`src/rtl/processor_defines.sv`:
```
// Shared processor definitions: store-size encodings, store buffer FSM states
// and the store queue entry layout.
package processor_defines;

   localparam logic [2:0] STR_NOP = 3'b000;
   localparam logic [2:0] SB      = 3'b001;
   localparam logic [2:0] SH      = 3'b010;
   localparam logic [2:0] SW      = 3'b011;

   typedef enum logic {
      IDLE  = 1'b0,
      ISSUE = 1'b1
   } sb_state_t;

   typedef struct packed {
      logic [29:0] word_addr;
      logic [3:0]  be;
      logic [31:0] data;
   } store_entry_t;

endpackage

```
`src/rtl/store_fifo.sv`:
```
// Circular store queue. Entry storage is plain registers without reset; only
// pointers and the occupancy count are cleared, so reset discards all entries.
module store_fifo
   import processor_defines::*;
#(
   parameter int DEPTH = 4
) (
   input  logic                     clk,
   input  logic                     reset,
   input  logic                     push,
   input  logic                     pop,
   input  store_entry_t             wr_entry,
   output store_entry_t             head,
   output logic                     full,
   output logic                     empty,
   output logic [$clog2(DEPTH):0]   count
);

   localparam int PW = $clog2(DEPTH);
   localparam int CW = PW + 1;
   localparam logic [CW-1:0] FULL_COUNT = CW'(DEPTH);

   store_entry_t entries [DEPTH];
   logic [PW-1:0] wr_ptr;
   logic [PW-1:0] rd_ptr;
   logic do_push;
   logic do_pop;

   assign full    = (count == FULL_COUNT);
   assign empty   = (count == '0);
   assign do_push = push && !full;
   assign do_pop  = pop && !empty;
   assign head    = entries[rd_ptr];

   // Write the incoming entry at the tail; contents need no reset.
   always_ff @(posedge clk) begin
      if (do_push) begin
         entries[wr_ptr] <= wr_entry;
      end
   end

   // Pointers wrap naturally because DEPTH is a power of two; a push and pop
   // in the same cycle leave the count unchanged.
   always_ff @(posedge clk or posedge reset) begin
      if (reset) begin
         wr_ptr <= '0;
         rd_ptr <= '0;
         count  <= '0;
      end else begin
         if (do_push) begin
            wr_ptr <= wr_ptr + PW'(1);
         end
         if (do_pop) begin
            rd_ptr <= rd_ptr + PW'(1);
         end
         count <= count + CW'(do_push) - CW'(do_pop);
      end
   end

endmodule

```
`src/rtl/store_buffer_ctrl.sv`:
```
// Store buffer controller: formats stores into byte lanes, rejects misaligned
// accesses, queues them and issues one memory write per grant.
module store_buffer_ctrl
   import processor_defines::*;
#(
   parameter int DEPTH = 4
) (
   input  logic        clk,
   input  logic        reset,
   input  logic        st_valid,
   output logic        st_ready,
   input  logic [31:0] st_addr,
   input  logic [31:0] st_data,
   input  logic [2:0]  store_control,
   input  logic        fence_req,
   output logic        fence_done,
   output logic        mem_req,
   input  logic        mem_gnt,
   output logic [31:0] mem_addr,
   output logic [31:0] mem_wdata,
   output logic [3:0]  mem_be,
   output logic        misalign_err
);

   localparam int CW = $clog2(DEPTH) + 1;

   sb_state_t       state;
   store_entry_t    head;
   store_entry_t    new_entry;
   logic            full;
   logic            empty;
   logic [CW-1:0]   count;
   logic [CW-1:0]   count_after_pop;
   logic            accept;
   logic            op_valid;
   logic            misaligned;
   logic            enqueue;
   logic            pop;
   logic [3:0]      fmt_be;
   logic [31:0]     fmt_data;

   assign st_ready   = !full && !fence_req;
   assign accept     = st_valid && st_ready;
   assign enqueue    = accept && op_valid && !misaligned;
   assign pop        = (state == ISSUE) && mem_gnt && !empty;
   assign fence_done = fence_req && (count == '0) && (state == IDLE);

   assign new_entry.word_addr = st_addr[31:2];
   assign new_entry.be        = fmt_be;
   assign new_entry.data      = fmt_data;

   // The head is held in registers, so the write stays stable until granted.
   assign mem_addr  = mem_req ? {head.word_addr, 2'b00} : '0;
   assign mem_wdata = mem_req ? head.data : '0;
   assign mem_be    = mem_req ? head.be : '0;

   // Decode the store size into byte enables, replicated lane data and an
   // alignment verdict; NOP and unknown codes are simply consumed.
   always_comb begin
      op_valid   = 1'b0;
      misaligned = 1'b0;
      fmt_be     = 4'b0000;
      fmt_data   = st_data;
      case (store_control)
         SB: begin
            op_valid = 1'b1;
            fmt_be   = 4'b0001 << st_addr[1:0];
            fmt_data = {4{st_data[7:0]}};
         end
         SH: begin
            op_valid   = 1'b1;
            misaligned = st_addr[0];
            fmt_be     = st_addr[1] ? 4'b1100 : 4'b0011;
            fmt_data   = {2{st_data[15:0]}};
         end
         SW: begin
            op_valid   = 1'b1;
            misaligned = |st_addr[1:0];
            fmt_be     = 4'b1111;
            fmt_data   = st_data;
         end
         default: begin
            op_valid = 1'b0;
         end
      endcase
   end

   // Occupancy after the current head retires, including a same-edge push.
   always_comb begin
      count_after_pop = count - CW'(1) + CW'(enqueue);
   end

   // Two-state issue FSM; mem_req mirrors the ISSUE state as a register.
   always_ff @(posedge clk or posedge reset) begin
      if (reset) begin
         state        <= IDLE;
         mem_req      <= 1'b0;
         misalign_err <= 1'b0;
      end else begin
         misalign_err <= accept && op_valid && misaligned;
         case (state)
            IDLE: begin
               if (enqueue || (count != '0)) begin
                  state   <= ISSUE;
                  mem_req <= 1'b1;
               end
            end
            ISSUE: begin
               if (mem_gnt && (count_after_pop == '0)) begin
                  state   <= IDLE;
                  mem_req <= 1'b0;
               end
            end
            default: begin
               state   <= IDLE;
               mem_req <= 1'b0;
            end
         endcase
      end
   end

   store_fifo #(
      .DEPTH(DEPTH)
   ) u_fifo (
      .clk      (clk),
      .reset    (reset),
      .push     (enqueue),
      .pop      (pop),
      .wr_entry (new_entry),
      .head     (head),
      .full     (full),
      .empty    (empty),
      .count    (count)
   );

endmodule

```
`config.mk`:
```
export PLATFORM = sky130hd
export DESIGN_NAME = store_buffer_ctrl
export DESIGN_NICKNAME = d
export VERILOG_FILES = /design/src/rtl/processor_defines.sv /design/src/rtl/store_fifo.sv /design/src/rtl/store_buffer_ctrl.sv
export SDC_FILE = /design/constraint.sdc
export NUM_CORES = 1
export LEC_CHECK = 0
export BUFFER_PORTS_ARGS = -buffer_cell sky130_fd_sc_hd__clkbuf_2
export CORE_AREA = 2 2 183 185
export DETAILED_ROUTE_END_ITERATION = 6
export DIE_AREA = 0 0 185 187
export PLACE_DENSITY = 0.64
export SLEW_MARGIN = 20
export SYNTH_ARGS = -nofsm -noshare
export SYNTH_HDL_FRONTEND = slang
export SYNTH_HIERARCHICAL = 1
export SYNTH_SLANG_ARGS = --single-unit
```
`constraint.sdc`:
```
create_clock -name clk -period 3.7 [get_ports clk]
set_input_delay 0.185 -clock clk [delete_from_list [all_inputs] [get_ports clk]]
set_output_delay 0.185 -clock clk [all_outputs]
set_load 0.01 [all_outputs]
```
**Yosys cells after proc, flatten, opt, wreduce, memory -nomap -nowiden**

Memory sizes are Yosys's and may differ from the RTL's.
Cells that the tools add are included.

- Input bits: 72
- Register bits: 10
- Memories: 1
- Logic and storage cells: 60
- RAM bits: 264

- Add/subtract/negate cells: 6
- Shift-type cells: 1
- Bitwise logic cells: 1
- Muxes and demuxes: 16
- Eq/ne operators: 6
- Reduce and logical (&&, ||, !) cells: 23

Memories:

| name | depth | bits a word | rd ports | clocked after memory_dff | write ports | line | text |
|---|---|---|---|---|---|---|---|
| u_fifo.entries | 4 | 66 | 1 | 0 | 1 | store_fifo.sv:23 | `store_entry_t entries [DEPTH];` |

Operators with widths:

| kind | number |
|---|---|
| 32-bit two-way mux | 2 |
| 32-bit case mux with 2 select lines | 1 |
| 1-bit logical AND | 12 |
| 4-bit case mux with 3 select lines | 1 |
| 4-bit two-way mux | 2 |
| 1-bit two-way mux | 7 |
| 3-bit by 1-bit adder with 3-bit output | 2 |
| 3-bit by 2-bit == test with 1-bit output (second input constant) | 2 |
| 3-bit zero test | 2 |
| 1-bit case mux with 2 select lines | 3 |
| 2-bit by 1-bit adder with 2-bit output (second input constant) | 2 |
| 1-bit zero test | 4 |
| 2-bit by 1-bit inequality test with 1-bit output (second input constant) | 2 |
| 1-bit by 2-bit left shift with 4-bit output (first input constant) | 1 |
| 3-bit by 1-bit == test with 1-bit output (second input constant) | 1 |
| 3-bit == test (second input constant) | 1 |
| 3-bit nonzero test | 1 |
| 3-bit OR reduction | 1 |
| 3-bit by 1-bit subtractor with 3-bit output | 1 |
| 3-bit by 1-bit subtractor with 3-bit output (second input constant) | 1 |
| 2-bit AND reduction | 1 |
| 2-bit OR reduction | 1 |
| 1-bit logical OR | 1 |
| 1-bit NOT | 1 |

**Longest topological paths before layout**

Gate-level depths: netlist (run 1).

- Depth after elaboration: 11
- Gate-level depth with buffers: 12
- Gate-level depth less buffers: 11

**Modules after synthesis**

The synthesis (run 1) kept the hierarchy.

Modules (own cells, without submodules):

| module | cells each | sequential area each (µm²) | area an instance (µm²) | times used |
|---|---|---|---|---|
| store_fifo | 388 | 8102.8 | 10017.1 | 1 |
| store_buffer_ctrl | 200 | 75.1 | 1313.8 | 1 |

**Worst setup path after synthesis (run 1)**

No wires, ideal clock.

- Path type: reg-to-reg
- Start: register u_fifo.count[1]
- End: memory u_fifo/entries[0][0] (netlist name) (enable)
- Data required time: 3.269 ns
- Path slack: -0.062 ns
- Clock period less this slack: 3.762 ns
- Setup time: 0.431 ns
- Arrival time: 3.330 ns
- Stages on the path, launching flop included: 7
- Cells stage by stage: dfrtp_1 clkbuf_1 nor3b_2 or3b_1 a2111o_1 inv_1 and3b_1

- Cells in the longest elaborated chain, start to end: 9

Ends and longest elaborated chain:

| element | line | text |
|---|---|---|
| start, declared | store_fifo.sv:16 | `output logic [$clog2(DEPTH):0] count` |
| start signal, assigned | store_fifo.sv:56 | `count <= count + CW'(do_push) - CW'(do_pop);` |
| 3-bit == test | store_fifo.sv:29 | `assign full = (count == FULL_COUNT);` |
| named net full | store_buffer_ctrl.sv:30 | `logic full;` |
| 1-bit zero test | store_buffer_ctrl.sv:42 | `assign st_ready = !full && !fence_req;` |
| 1-bit logical AND | store_buffer_ctrl.sv:42 |  |
| 1-bit logical AND | store_buffer_ctrl.sv:43 | `assign accept = st_valid && st_ready;` |
| 1-bit logical AND (2 in a row) | store_buffer_ctrl.sv:44 | `assign enqueue = accept && op_valid && !misaligned;` |
| named net enqueue | store_buffer_ctrl.sv:37 | `logic enqueue;` |
| 1-bit logical AND | store_fifo.sv:31 | `assign do_push = push && !full;` |
| 1-bit two-way mux | store_fifo.sv:37 | `if (do_push) begin` |
| 1-bit two-way mux (not written as such) | store_fifo.sv:38 | `entries[wr_ptr] <= wr_entry;` |
| end, declared | store_fifo.sv:23 |  |

The timed path passes the listed nets, and every way through them passes these cells.

**Worst setup path in the final report (run 1)**

- Start: register u_fifo.count[2]
- End: register u_fifo.count[2]

- Cells in the longest elaborated chain, start to end: 9
- Elaborated cells between the ends (all ways): 13
- Those cells by class: add/sub (2); eq/ne (1); reduce/logical (10)

Ends and longest elaborated chain:

| element | line |
|---|---|
| 3-bit == test | store_fifo.sv:29 |
| named net full | store_buffer_ctrl.sv:30 |
| 1-bit zero test | store_buffer_ctrl.sv:42 |
| 1-bit logical AND | store_buffer_ctrl.sv:42 |
| 1-bit logical AND | store_buffer_ctrl.sv:43 |
| 1-bit logical AND (2 in a row) | store_buffer_ctrl.sv:44 |
| named net enqueue | store_buffer_ctrl.sv:37 |
| 1-bit logical AND | store_fifo.sv:31 |
| 3-bit by 1-bit adder with 3-bit output | store_fifo.sv:56 |
| 3-bit by 1-bit subtractor with 3-bit output | store_fifo.sv:56 |

The timed path passes the listed nets, and every way through them passes these cells.
A chain may end at the register's enable or synchronous reset.

==> flow_metrics.tcl, run 1 <==
set metrics [dict create \
    path_clk_slew_ps 70 \
    post_cts_resized 0 \
    clockRootBuffer "clkbuf_16" \
    cp_top_family "adder cells" \
    crit_path_max_incr_delay_ps 490 \
    num_vias 5956 \
    wire_per_inst_um 19.8 \
    tightest_slew_ps 1080 \
    h-tree-depth 1 \
    hold_viol_final 0 \
    port_buffers 141 \
    ant_nets 0 \
    ys_ff_latch 274 \
    r2r_end "u_fifo/count[2]$_DFF_PP0_" \
    grt_start_max_net_pins 68 \
    cp.required_ps 4100 \
    synth_top_family_by_area "multiplexers" \
    grt_pass1_vias 6237 \
    syn-cell-area_um2 11300 \
    mostFrequentLayoutCells "edfxtp_1 (264), clkbuf_2 (141), and2_1 (67)" \
    crit_fanout 10 \
    clock_latency_ps 530 \
    min_from "st_data[23]" \
    layout-drive-gt1-share_pct 37.0 \
    max-vdd-ir-drop_mv 0.316 \
    synthXorXnorAreaFrac_pct 0.464 \
    setup_viol 0 \
    ys.flop_type "edfxtp_1" \
    drc 0 \
    viasPerCell 4.76 \
    syn_inst 588 \
    die_w_um 185 \
    final_area_um2 13900 \
    core_area_um2 32900 \
    grt-ovfl-total 0 \
    layout_commonest_cell "edfxtp_1" \
    setup.worst_path.class "reg -> reg" \
    skew_ps 10.7 \
    ys_types 41 \
    hold_depth 2 \
    slew_headroom_pct 28.1 \
    hold_path_end "u_fifo/entries[0][23]$_DFFE_PP_" \
    place_area_um2 12600 \
    fin_ws_ps 347 \
    timing.critical_path.from "u_fifo/count[2]$_DFF_PP0_" \
    die_h_um 187 \
    std_cell_rows 67 \
    fmax_ghz 0.298 \
    yosys.area_share.simple_pct 6.58 \
    slew_viol_final 0 \
    cp.arrival_ps 3750 \
    fin_tns_setup_ps 0 \
    cts_max_path_buffers 3 \
    dr.pass1.iters 4 \
    pin_count 144 \
    initial_core_util_pct 34.5 \
    ys_seq_area_share_pct 72.2 \
    rr_worst_depth 11 \
    wl_mm 24.7 \
    synth-edff-count 264 \
    r2r_setup_slack_ps 350 \
    drtIter0Drc 377 \
    avgSynthCellArea_um2 19.3 \
    die_area_um2 34600 \
    reg2reg_from "u_fifo/count[2]$_DFF_PP0_" \
    pre_cts_ws_ps 385 \
    post-route-period-util_pct 90.6 \
    dp_hpwl_mm 16.1 \
    slowest_stage "dfrtp_1" \
    path_cells "nor3b_2, or3b_1, a2111o_1, inv_1, nand2b_1, ha_1, inv_1, ha_1, fa_1, xor2_1, xnor2_1" \
    path_buf_inv 2 \
    post_cts_buffers 0 \
    area_growth_pct 22.4 \
    cts_sinks 274 \
    cts_tree "built" \
    rsz0062_at_grt "no" \
    synthMuxAreaShare_pct 14.7 \
    p_per_area_nw_per_um2 623 \
    status "completed" \
    drv_cap 0 \
    grt_pass1_wl_mm 37.7 \
    hold_path_class "in -> reg" \
    synthArstFlopShare_pct 3.65 \
    power.leakage_uw 0.00483 \
    startpoint_type "flop" \
    synth_compound_area_share_pct 2.53 \
    ys_warn_count 6 \
    cts_made_buffers 27 \
    crit_path_end_kind "flop" \
    grt_usage_pct 14.4 \
    synthAdderAreaFrac_pct 1.06 \
    fin_nets 861 \
    post-route-min-period_ps 3350 \
    gp_congestion 0.782 \
    antenna_found_initial 3 \
]
-- Yosys cell counts (all sizes together) (4+ instances only) --
library cell	n	area, um^2
o221a	8	90.1
edfxtp	264	7930
buf	24	183
o211ai	10	75.1
nand2	10	37.5
clkbuf	11	42.5
nand2b	4	25.0
mux2	16	180
xnor2	4	35.0
and2	67	419
dfrtp	10	250
a21oi	14	70.1
and3b	4	35.0
ha	8	100
inv	14	52.6
mux4	66	1490
nor2	29	111
-- report_power, final --
part | switching [uW] | total (uW) | internal, uW | leakage, uW
sequential | 390 | 3940 | 3550 | 0.00249
combinational | 915 | 2070 | 1160 | 0.00193
clock | 1090 | 2630 | 1530 | 0.000411
total | 2400 | 8640 | 6240 | 0.00483
-- timing repair --
action / CTS / global route
hold endpoints to repair: 166 / 0
setup endpoints to repair: 0 / 0
hold buffers: 40 / 0
-- stage by stage --
step | utilization, % | total power [uW] | hold slack, ps | std cells
4_1_cts | 42.2 | 8780 | 3.15 | 1249
3_5_place_dp | 38.4 | 6110 | 72.4 | 1159
6_report | 42.2 | 8640 | 24.8 | 1251
5_1_grt | 42.2 | 9070 | 21.1 | 1250
3_3_place_gp | 38.4 | 6100 | 59.3 | 1159
2_1_floorplan | - | 5410 | -61.4 | 589
-- flip-flops by register name, indices dropped and copies added (netlist names) --
register	flops
u_fifo/entries	264
u_fifo/count	3
u_fifo/rd_ptr	2
u_fifo/wr_ptr	2
mem_req	1
misalign_err	1
state	1
-- per-layer routing --
layer	vias to the layer above	global-route usage (%)	routed length [um]	share of wire (%)
met5	-	0	11	0.044
met4	2	4.00	524	2.1
met3	34	3.06	1190	4.8
met2	130	23.7	12100	49
met1	3065	19.3	10900	44
li1	2725	-	-	-
-- cell type report --
cell class | count | area, um^2
Multi-Input combinational cell | 266 | 2890
Tap cell | 448 | 561
Clock inverter | 11 | 115
Inverter | 14 | 52.6
Clock buffer | 39 | 741
Fill cell | 2967 | 19000
Antenna cell | 2 | 5.00
Timing Repair Buffer | 197 | 1310
Sequential cell | 274 | 8190
-- how the worst max path moves through the flow --
stage | endpoint | slack [ps] | depth (start not counted)
3_5_place_dp | u_fifo/count[2]$_DFF_PP0_ | 390 | 11
6_report | u_fifo/count[2]$_DFF_PP0_ | 350 | 11
3_3_place_gp | u_fifo/count[2]$_DFF_PP0_ | 470 | 11
5_1_grt | u_fifo/count[2]$_DFF_PP0_ | 150 | 11
4_1_cts | u_fifo/count[2]$_DFF_PP0_ | 340 | 11
2_1_floorplan | u_fifo/count[2]$_DFF_PP0_ | 630 | 12
-- cells by family after synthesis --
group,after synthesis
AOI/OAI and AO/OA,39
xor gates and xnor gates,6
adders and majority gates,9
buffers and inverters,49
DFF,274
muxes,82
other,1
and+or+nand+nor,128
Power figures use the tool's default switching activity.
==> run 2: changes to the inputs <==
--- a/config.mk
+++ b/config.mk
@@ -5,10 +5,11 @@
 export SDC_FILE = /design/constraint.sdc
 export NUM_CORES = 1
 export LEC_CHECK = 0
+export ABC_AREA = 1
 export BUFFER_PORTS_ARGS = -buffer_cell sky130_fd_sc_hd__clkbuf_2
-export CORE_AREA = 2 2 183 185
+export CORE_AREA = 2 2 190 192
 export DETAILED_ROUTE_END_ITERATION = 6
-export DIE_AREA = 0 0 185 187
+export DIE_AREA = 0 0 192 194
 export PLACE_DENSITY = 0.64
 export SLEW_MARGIN = 20
 export SYNTH_ARGS = -nofsm -noshare
==> run 2 against run 1 <==
Effect of this change: worst hold slack gained 23 ps; sequential power shrank 5.8%; clock-buffer cell count shrank 5; critical path depth grew 4; cell count grew 46%; total power grew 15%; combinational power grew 70%; largest power group unchanged.
==> flow_metrics.tcl, run 2 <==
set metrics [dict create \
    path_clk_slew_ps 60 \
    regArea_um2 8180 \
    grt-ovfl-total 0 \
    mostFrequentLayoutCells "nand2_1 (305), edfxtp_1 (264), inv_1 (182)" \
    fmax_ghz 0.368 \
    layout-drive-gt1-share_pct 16.8 \
    synth-edff-count 264 \
    cts_max_path_buffers 3 \
    power.leakage_uw 0.00639 \
    pre_cts_ws_ps 962 \
    fin_cells 1825 \
    fillers 3376 \
    setup_viol 0 \
    die_h_um 194 \
    die_w_um 192 \
    ant_nets 0 \
    pin_count 144 \
    status "completed" \
    crit_path_end_kind "flop" \
    grt_pass1_wl_mm 41.6 \
    fin_nets 1424 \
    post-route-period-util_pct 73.4 \
    post-route-min-period_ps 2720 \
    skew_ps 18.5 \
    dr.pass1.iters 5 \
    slowest_stage "dfrtp_1" \
    dp.cells 1731 \
    max-vdd-ir-drop_mv 0.569 \
    cp.required_ps 4130 \
    drtIter0Drc 432 \
    syn_inst 1171 \
    multiInputGateArea_um2 2910 \
    power_uw 9940 \
    p_per_area_nw_per_um2 684 \
    synth_top_area_share_pct 65.4 \
    startpoint_type "flop" \
    grt_usage_pct 14.3 \
    drc 0 \
    die_area_um2 37200 \
    cts_sinks 274 \
    clockRootBuffer "clkbuf_16" \
    synth_largest_area_cell "edfxtp_1" \
    crit_path_max_incr_delay_ps 410 \
    hold_viol_final 0 \
    ys_types 29 \
    cts_tree "built" \
    rr_worst_depth 15 \
    gp_congestion 0.792 \
    cts_made_buffers 29 \
    setup.worst_path.class "reg -> reg" \
    ys.flop_type "edfxtp_1" \
    grt_pass1_vias 7837 \
    synthArstFlopShare_pct 3.65 \
    reg_top3 "u_fifo/entries x264, u_fifo/count x3" \
    hold_path_class "in -> reg" \
    path_cells "nor2_1, nand2_1, inv_1, inv_1, nand2_1, nor2_1, nand3_1, inv_1, nand2_1, ha_1, inv_1, ha_1, fa_1, nand3_1, nand2_1" \
    hold_ws_ps 47.5 \
    num_vias 8218 \
    slew_headroom_pct 41.1 \
    syn-cell-area_um2 12100 \
    largest_register_ffs 264 \
    crit_fanout 7 \
    synth_area_leaders "edfxtp_1 (65%), nand2_1 (9.4%), inv_1 (5.6%)" \
    wire_per_inst_um 14.7 \
    avgSynthCellArea_um2 10.3 \
    cp.arrival_ps 3140 \
    viasPerCell 4.50 \
    final_util_pct 41.3 \
    post_cts_buffers 0 \
    drv_cap 0 \
    wl_mm 26.7 \
    dp_hpwl_mm 16.0 \
    post_cts_resized 0 \
    initial_core_util_pct 34.4 \
    synth.cells.most_frequent "nand2_1 (305), edfxtp_1 (264), inv_1 (182)" \
    antennaDiodeCount 0 \
    antenna_found_initial 0 \
    port_buffers 141 \
    core_area_um2 35200 \
    ys_warn_count 6 \
    yosysMostFrequentCell "nand2_1" \
    std_cell_rows 69 \
    ys_ff_latch 274 \
    h-tree-depth 1 \
    tightest_slew_ps 883 \
    ys_seq_area_share_pct 67.5 \
    largest_register "u_fifo/entries" \
    grt_start_max_net_pins 201 \
    slew_viol_final 0 \
    fin_ws_ps 984 \
    rsz0062_at_grt "no" \
    ctsHoldBuffers 42 \
    clock_latency_ps 540 \
    area_growth_pct 20.0 \
    layout_commonest_cell "nand2_1" \
    hold_depth 3 \
]
==> run 2: cell types whose count changed in the layout (fill, tap and decap cells not counted), sizes merged, moves of 16 or more <==
cell | previous run | this run
nand2 | 10 | 307
inv | 15 | 190
o21ai | 2 | 143
nor2 | 29 | 152
and2 | 67 | 0
mux4 | 66 | 0
mux2 | 16 | 0
==> run 2: final cells by class <==
type | instances | area share [%]
clock buffers | 34 | 5.12
clock inverters | 18 | 0.981
inverters | 189 | 4.90
multi-input cells | 652 | 20.0
flip-flops and latches | 274 | 56.3
well taps | 461 | 3.97
repair buffers | 197 | 8.73
==> run 2: logic make-up after synthesis <==
group / share of synthesized area, %
AND/OR/NAND/NOR: 15.2
flip-flops: 67.5
buffers and inverters: 8.76
AO/OA/AOI/OAI: 7.58
adder cells (fa/ha/maj): 0.991
other: 0.0309
==> run 2: final timing paths <==
| path | from | end | slack (ps) |
|---|---|---|---|
| worst max-delay path | u_fifo/count[1]$_DFF_PP0_ | u_fifo/count[2]$_DFF_PP0_ | 980 |
| min in group asynchronous | reset | misalign_err$_DFF_PP0_ | 60 |
| worst min-delay path | st_data[31] | u_fifo/entries[0][31]$_DFFE_PP_ | 50 |
| worst max register to register | u_fifo/count[1]$_DFF_PP0_ | u_fifo/count[2]$_DFF_PP0_ | 980 |
| worst min register to register | u_fifo/rd_ptr[1]$_DFFE_PP0P_ | u_fifo/rd_ptr[1]$_DFFE_PP0P_ | 530 |
| max in group asynchronous | reset | u_fifo/rd_ptr[0]$_DFFE_PP0P_ | 3340 |
==> run 2: power breakdown <==
part           total, uW  internal (uW)  switching [uW]
clock               2710           1570            1150
combinational       3520           1190            2340
sequential          3710           3600             108
total               9940           6350            3590
==> run 2: per-stage QoR <==
stage          TNS, ps  cell area (um^2)
2_1_floorplan  -178810             12100
3_3_place_gp         0             13200
3_5_place_dp         0             13200
4_1_cts              0             14500
5_1_grt              0             14500
6_report             0             14500
==> run 2: per-layer routing <==
metal	global-route usage, %	vias to the layer above	wire, um
li1	-	4113	-
met1	18.7	3889	11900
met2	23.9	175	12800
met3	2.43	41	1350
met4	4.81	0	718
met5	0	-	0
==> run 2: critical path, delay by kind of cell, from the launching register on <==
family	cells	cell delay [ps]
fa+ha+maj	3	990
flops	1	410
buf+inv	4	260
simple gates	8	930
==> run 3: changes to the inputs <==
--- a/config.mk
+++ b/config.mk
@@ -10,7 +10,7 @@
 export CORE_AREA = 2 2 190 192
 export DETAILED_ROUTE_END_ITERATION = 6
 export DIE_AREA = 0 0 192 194
-export PLACE_DENSITY = 0.64
+export PLACE_DENSITY = 0.62
 export SLEW_MARGIN = 20
 export SYNTH_ARGS = -nofsm -noshare
 export SYNTH_HDL_FRONTEND = slang
==> constraint.sdc (replaced) <==
create_clock -name clk -period 2.6 [get_ports clk]
set_input_delay 0.13 -clock clk [delete_from_list [all_inputs] [get_ports clk]]
set_output_delay 0.13 -clock clk [all_outputs]
set_load 0.01 [all_outputs]
==> run 3 against run 2 <==
Effect of this change: cell count up 0.77%; clock-buffer cell count rose by 5; global-route usage is 0.83 points higher; via count increased by 1.7%; combinational power rose by 51%; clock skew decreased by 6.1 ps; critical endpoint is now mem_wdata[0]; largest power group is now combinational cells.
==> flow_metrics.tcl, run 3 (synthesis gave the netlist of run 2 again) <==
set metrics [dict create \
    status "completed" \
    ant_nets 0 \
    grt_pass1_wl_mm 44.4 \
    final_util_pct 41.8 \
    antenna_found_initial 0 \
    fin_cells 1839 \
    crit_path_end_kind "output port" \
    path_clk_slew_ps 60 \
    grt_usage_pct 15.1 \
    antennaDiodeCount 0 \
    rsz0062_at_grt "no" \
    clockRootBuffer "clkbuf_16" \
    hold_viol_final 0 \
    port_buffers 141 \
    pin_count 144 \
    h-tree-depth 1 \
    gp_congestion 0.827 \
    drv_cap 0 \
    layout_commonest_cell "nand2_1" \
    post-route-min-period_ps 2450 \
    cp.arrival_ps 2320 \
    dp_hpwl_mm 17.8 \
    viasPerCell 4.55 \
    grt_pass1_vias 8165 \
    fillers 3407 \
    area_growth_pct 21.6 \
    clock_latency_ps 540 \
    setup_viol 0 \
    std_cell_rows 69 \
    fin_nets 1442 \
    r2r_setup_slack_ps 240 \
    wl_mm 28.6 \
    cts_made_buffers 29 \
    max-vdd-ir-drop_mv 0.611 \
    dp.cells 1740 \
    die_w_um 192 \
    dr.pass1.iters 5 \
    num_vias 8361 \
    layout-drive-gt1-share_pct 17.3 \
    crit_fanout 36 \
    slew_viol_final 0 \
    drc 0 \
    die_area_um2 37200 \
    place_area_um2 13400 \
    wire_per_inst_um 15.5 \
    fin_ws_ps 152 \
    slowest_stage "dfrtp_4" \
    skew_ps 12.4 \
    drtIter0Drc 515 \
    power.leakage_uw 0.00648 \
    largest_register "u_fifo/entries" \
    die_h_um 194 \
    hold_ws_ps 3.71 \
    post-route-period-util_pct 94.1 \
    fmax_ghz 0.409 \
    mostFrequentLayoutCells "nand2_1 (305), edfxtp_1 (264), inv_1 (181)" \
    crit_top_cell "nand2_1" \
    largest_register_ffs 264 \
    reg_top3 "u_fifo/entries x264, u_fifo/count x3" \
    p_per_area_nw_per_um2 971 \
    grt-ovfl-total 0 \
    cts_sinks 274 \
    setup.worst_path.class "reg -> out" \
    cts_tree "built" \
    hold_path_class "in -> reg" \
    path_cells "inv_2, buf_12, o21ai_0, nand2_1, nand2_1, inv_1, clkbuf_2" \
    cts_max_path_buffers 3 \
    cp.required_ps 2470 \
    initial_core_util_pct 34.4 \
    grt_start_max_net_pins 201 \
    final_area_um2 14700 \
    tightest_slew_ps 671 \
    pre_cts_ws_ps 204 \
    slew_headroom_pct 54.9 \
    startpoint_type "flop" \
    core_area_um2 35200 \
    crit_path_max_incr_delay_ps 520 \
]
-- run 3: cell types whose count changed in the layout (fill, tap and decap cells not counted), moves of 2 or more --
cell and change:
clkinvlp_4 -2, buf_4 +6, dlygate4sd3_1 +5, buf_12 +5
clkinv_1 -4, clkbuf_1 +5
-- run 3: cell type report --
| cell class | instances | area, um^2 | area share [%] |
|---|---|---|---|
| Inverter | 189 | 712 | 4.83 |
| Timing Repair Buffer | 215 | 1520 | 10.3 |
| Multi-Input combinational cell | 652 | 2910 | 19.8 |
| Clock buffer | 39 | 763 | 5.18 |
| Sequential cell | 274 | 8180 | 55.5 |
| Clock inverter | 9 | 68.8 | 0.467 |
| Tap cell | 461 | 577 | 3.92 |
-- run 3: path summary, 6_finish.rpt --
path / startpoint / to / depth (start not counted)
worst max-delay path: u_fifo/rd_ptr[0]$_DFFE_PP0P_ / mem_wdata[0] / 7
max in group asynchronous: reset / u_fifo/rd_ptr[0]$_DFFE_PP0P_ / 3
min in group asynchronous: reset / state$_DFF_PP0_ / 3
worst min-delay path: st_data[27] / u_fifo/entries[0][27]$_DFFE_PP_ / 3
worst min register to register: u_fifo/rd_ptr[1]$_DFFE_PP0P_ / u_fifo/rd_ptr[1]$_DFFE_PP0P_ / 2
worst max register to register: u_fifo/count[2]$_DFF_PP0_ / u_fifo/count[2]$_DFF_PP0_ / 14
-- run 3: what timing repair did --
| action | CTS | global route |
|---|---|---|
| setup endpoints to repair | 0 | 28 |
| resized for setup | 0 | 2 |
| setup buffers | 0 | 3 |
| endpoints found under the hold margin | 185 | 0 |
| hold buffers | 47 | 0 |
-- run 3: through the flow --
step / power, uW / TNS [ps]
detailed placement: 10600 / 0
finish: 14300 / 0
floorplan: 8820 / -189420
global route: 15400 / 0
CTS: 14400 / 0
global placement: 10500 / 0
-- run 3: critical path: cells and delay by family (launching register included) --
family | cells | cell delay [ps]
buf+inv | 4 | 960
flops | 1 | 520
simple gates | 2 | 170
compound gates | 1 | 120
-- run 3: where the power goes --
part / leakage (uW) / internal (uW) / switching (uW)
Clock: 0.000406 / 2130 / 1570
Sequential: 0.00250 / 5120 / 157
Combinational: 0.00357 / 1850 / 3470
Total: 0.00648 / 9100 / 5200
-- run 3: per-layer routing --
layer | global-route usage (%) | vias to the layer above | share of wire [%]
met5 | 0 | - | 0
met4 | 4.50 | 0 | 2.7
met3 | 1.94 | 55 | 5.0
met2 | 25.0 | 206 | 48
met1 | 20.7 | 3945 | 44
li1 | - | 4155 | -
